## config.mk

```make
export PLATFORM = sky130hd
export DESIGN_NAME = bus_datapath_slave
export DESIGN_NICKNAME = d
export VERILOG_FILES = /design/src/rtl/bus_datapath_slave.sv
export SDC_FILE = /design/constraint.sdc
export NUM_CORES = 2
export LEC_CHECK = 0
export ABC_AREA = 0
export BUFFER_PORTS_ARGS = -buffer_cell sky130_fd_sc_hd__buf_2
export CAP_MARGIN = 10
export CORE_MARGIN = 4
export CORE_UTILIZATION = 45
export CTS_BUF_LIST = sky130_fd_sc_hd__clkbuf_16
export CTS_CLUSTER_DIAMETER = 150
export DETAILED_ROUTE_END_ITERATION = 10
export GPL_ROUTABILITY_DRIVEN = 0
export PLACE_DENSITY = 0.63
export SLEW_MARGIN = 15
export SYNTH_ARGS = -nofsm -noshare
export SYNTH_HDL_FRONTEND = slang
export SYNTH_SLANG_ARGS = --single-unit
```

## constraint.sdc

```tcl
create_clock -name clk -period 15.8 [get_ports clk]
set_clock_uncertainty 0.2 [all_clocks]
set_input_delay 0.79 -clock clk [delete_from_list [all_inputs] [get_ports clk]]
set_output_delay 0.79 -clock clk [all_outputs]
set_load 0.01 [all_outputs]
```

## src/rtl/bus_datapath_slave.sv

```systemverilog
// Bus responder holding the four general registers, the RAM address register and a RAM.
// Obeys the sequencer's load/drive strobes and flags illegal strobe combinations.
module bus_datapath_slave #(
   parameter int unsigned WIDTH = 16,
   parameter int unsigned AW    = 8,
   parameter int unsigned DEPTH = 256
) (
   input  logic             clk,
   input  logic             reset,
   input  logic             idr_0,
   input  logic             idr_bp,
   input  logic             idr_sp,
   input  logic             idr_1,
   input  logic             edr_0,
   input  logic             edr_bp,
   input  logic             edr_sp,
   input  logic             edr_1,
   input  logic             iaddr,
   input  logic             iram,
   input  logic             eram,
   input  logic             ext_drive,
   input  logic [WIDTH-1:0] bus_in,
   output logic [WIDTH-1:0] bus_out,
   output logic             bus_oe,
   output logic [WIDTH-1:0] r0_q,
   output logic [WIDTH-1:0] bp_q,
   output logic [WIDTH-1:0] sp_q,
   output logic [WIDTH-1:0] r1_q,
   output logic [AW-1:0]    addr_q,
   output logic             bus_err
);

   logic [WIDTH-1:0] mem [DEPTH];
   logic [2:0]       n_drv;
   logic [WIDTH-1:0] rb_d;
   logic             err_d;

   assign n_drv = 3'(edr_0) + 3'(edr_bp) + 3'(edr_sp) + 3'(edr_1) + 3'(eram);
   assign bus_oe = (n_drv != 3'd0);

   // Only a single driver puts data on the bus; contention yields 0.
   always_comb begin
      bus_out = '0;
      if (n_drv == 3'd1) begin
         if (edr_0)       bus_out = r0_q;
         else if (edr_bp) bus_out = bp_q;
         else if (edr_sp) bus_out = sp_q;
         else if (edr_1)  bus_out = r1_q;
         else             bus_out = mem[addr_q];
      end
   end

   always_comb begin
      rb_d = '0;
      if (bus_oe)         rb_d = bus_out;
      else if (ext_drive) rb_d = bus_in;
   end

   assign err_d = (n_drv > 3'd1) | (bus_oe & ext_drive) | (eram & iram) | (eram & iaddr)
                | (iram & iaddr);

   always_ff @(posedge clk) begin
      if (reset) begin
         r0_q    <= '0;
         bp_q    <= '0;
         sp_q    <= '0;
         r1_q    <= '0;
         addr_q  <= '0;
         bus_err <= 1'b0;
      end else if (err_d) begin
         bus_err <= 1'b1;
      end else begin
         if (idr_0)  r0_q   <= rb_d;
         if (idr_bp) bp_q   <= rb_d;
         if (idr_sp) sp_q   <= rb_d;
         if (idr_1)  r1_q   <= rb_d;
         if (iaddr)  addr_q <= rb_d[AW-1:0];
      end
   end

   // RAM is deliberately not cleared by reset.
   always_ff @(posedge clk) begin
      if (!reset && !err_d && iram) mem[addr_q] <= rb_d;
   end

endmodule
```

==> impl_metrics.toml <==
[drt]
wl_met3_um = 45900
wl_met1_um = 177000
finalWirelength_um = 465000
vias = 84300
first_pass_iters = 6
wl_met2_um = 219000
drc_errors = 0
wire_per_inst_um = 34.5
drtIter0Drc = 12000
ant_nets = 0
viasPerCell = 6.25
top_layer = "met5"

[cts]
cts_buffers = 408
worstSkewPairLatency_ns = 0.93
cts_buffer_depth = 4
cts_num_sinks = 4177
ctsHoldBuffers = 0
cts_max_level = 5
cts_root_buf = "clkbuf_16"
path_clk_slew_ns = 0.06
cts-resized-gates = 0
cts_setup_buffers = 0
cts_tree = "yes"

[yosys]
ys_dominant_reg_cell = "edfxtp_1"
synth-edff-count = 4096
syn_avg_cell_area_um2 = 20.8
synth_commonest_cells = "edfxtp_1, mux4_2, mux2i_1"
synthArstFlopShare = 0
synth-seq-cells = 4177
synth.cell_area_um2 = 164000
synth_top_area_cell = "edfxtp_1"
synth_top_area_frac = 0.750
synth_nets = 7903
yosysSeqAreaShare = 0.760
synth.distinct_cells = 114
ys_top_cells_by_area = "edfxtp_1, mux4_2, mux2i_1, mux4_1, dfxtp_1"
synth_cells = 7869
yosysMostFrequentCell = "edfxtp_1"
yosys_warnings = 0

[power]
p_sw_mw = 5.06
leakagePower_nw = 55.7
combPwrFrac = 0.054
irDropWorstVdd_uv = 99.1
power.share.switching = 0.217
clockPowerShare = 0.412
p_per_area_nw_per_um2 = 127
p_seq_frac = 0.535
p_int_mw = 18.3

[worst_setup_path]
cp.required_ns = 16.17
start_kind = "register"
r2r_setup_slack_ns = 7.14
crit_path_max_fanout = 118
crit_type = "register to register"
reg2regPathDepth = 13
r2r-end = "mem[32][6]$_DFFE_PP_"
arrival_ns = 9.03
end_kind = "register"
crit_path_end = "mem[32][6]$_DFFE_PP_"

[sta]
relSlewSlack = 0.154
max_freq_mhz = 116
min_period_ns = 8.66
post-route-period-util = 0.548
setup-violations-final = 0
worst_pin_slew_ns = 1.27
slew_viol_final = 0
hold_viol = 0
finalSetupTns_ns = 0
rsz0062_at_grt = "no"

[die]
dieArea_um2 = 374000
start_util = 0.452
io-pin-count = 120
die_w_um = 612
fp-row-count = 221
core_area_um2 = 363000
die_y_um = 612

[global_route]
antenna_found_initial = 23
grt_pass1_vias = 82400
overflow = 0
track_usage = 0.245
grt_max_degree = 184
grt_pass1_wl_um = 650000

[final_layout]
nets = 8386
stdcell_count = 13500
post-route-util = 0.507
multi_input_area_um2 = 36100
n_fill_cell = 28600
area_delta_synth_final_pct = 12.1
ff_latch_area_um2 = 125000
layout-drive-gt1-share = 0.229

[outcome]
outcome = "finished, final reports clean"

[placement]
port_buffers = 119
dp.cells = 12700
hpwl_um = 278000

[job]
maxCapViolCount = 0

[hold_path]
hp-class = "input port to register"
-- routing by layer --
layer / GRT usage / up-vias
met4: 0.106 / 4
met5: 0 / -
met1: 0.335 / 44800
met3: 0.0507 / 929
li1: - / 33800
met2: 0.383 / 4757
-- layout by cell type (no fill, tap or decap), types with 92 or more instances in the layout --
master        n
clkinv_1     92
a22oi_1     210
mux2i_1     569
nand2_1     247
mux4_1      171
nor2_1      333
mux4_2      640
buf_4       400
edfxtp_1   4096
clkbuf_16   416
buf_2       119
inv_1       106
a21oi_1     136
-- how the worst min path moves through the flow --
| stage | to | cells past startpoint | start |
|---|---|---|---|
| final | r0_q[6]$_SDFFE_PP0P_ | 4 | bus_in[6] |
| after floorplan | bus_err$_SDFFE_PP0P_ | 2 | bus_err$_SDFFE_PP0P_ |
| after detailed placement | bus_err$_SDFFE_PP0P_ | 2 | bus_err$_SDFFE_PP0P_ |
| after global placement | bus_err$_SDFFE_PP0P_ | 2 | bus_err$_SDFFE_PP0P_ |
| after global routing | r0_q[6]$_SDFFE_PP0P_ | 4 | bus_in[6] |
| after CTS | r0_q[6]$_SDFFE_PP0P_ | 4 | bus_in[6] |
-- cell families (layout without fill, tap and decap cells) --
| logic type | Yosys count | in the layout | share of synthesized area |
|---|---|---|---|
| multiplexers | 1425 | 1425 | 0.153 |
| other | 0 | 3 | 0 |
| adder cells (fa/ha/maj) | 4 | 4 | 0.000397 |
| AO/OA/AOI/OAI | 797 | 797 | 0.0353 |
| AND/OR/NAND/NOR | 973 | 973 | 0.0277 |
| flip-flops | 4177 | 4177 | 0.760 |
| buffers and inverters | 493 | 1307 | 0.0239 |
-- cell type report --
cell class              instances  share of cell area
flip-flops and latches       4177               0.678
multi-input cells            3199               0.196
clock buffers                 416              0.0566
well taps                    4794              0.0326
repair buffers                537              0.0214
clock inverters               325              0.0147
inverters                      29             0.00114
diodes                          3           0.0000408
-- worst max-delay path, cell delays in order (launching register included) --
cell	delay (ns)
dfxtp_4	0.81
buf_12	0.37
buf_12	0.42
buf_4	0.76
nand2b_1	0.71
o21ai_0	0.28
or3_1	0.55
nand4_1	0.25
o31a_1	0.60
nand4b_1	0.83
a21oi_1	0.46
a21oi_2	0.14
inv_8	0.57
buf_4	0.72
-- state kept, by name, summed over array words and instances, names as in the netlist, named ones only --
signal / count
r1_q: 16
r0_q: 16
bp_q: 16
sp_q: 16
addr_q: 8
bus_err: 1
mem: 4096
-- power by group through the flow --
stage	clock [mW]	combinational, mW	sequential (mW)
2_1_floorplan	0	0.694	12.8
3_3_place_gp	0	1.19	12.7
3_5_place_dp	0	1.23	12.7
4_1_cts	9.69	1.23	12.5
5_1_grt	10.2	1.30	12.5
6_report	9.60	1.25	12.5
-- metrics by stage --
| step | total power [mW] | hold WS [ns] | setup WS (ns) | instance area (µm²) |
|---|---|---|---|---|
| floorplan | 13.5 | 0.270 | 8.74 | 164000 |
| global placement | 13.9 | 0.235 | 7.28 | 171000 |
| detailed placement | 13.9 | 0.242 | 7.23 | 171000 |
| CTS | 23.4 | 0.0491 | 7.09 | 184000 |
| global route | 24.0 | 0.104 | 7.03 | 184000 |
| finish | 23.3 | 0.0949 | 7.14 | 184000 |
Note: power is estimated with default switching activity, not from simulation.
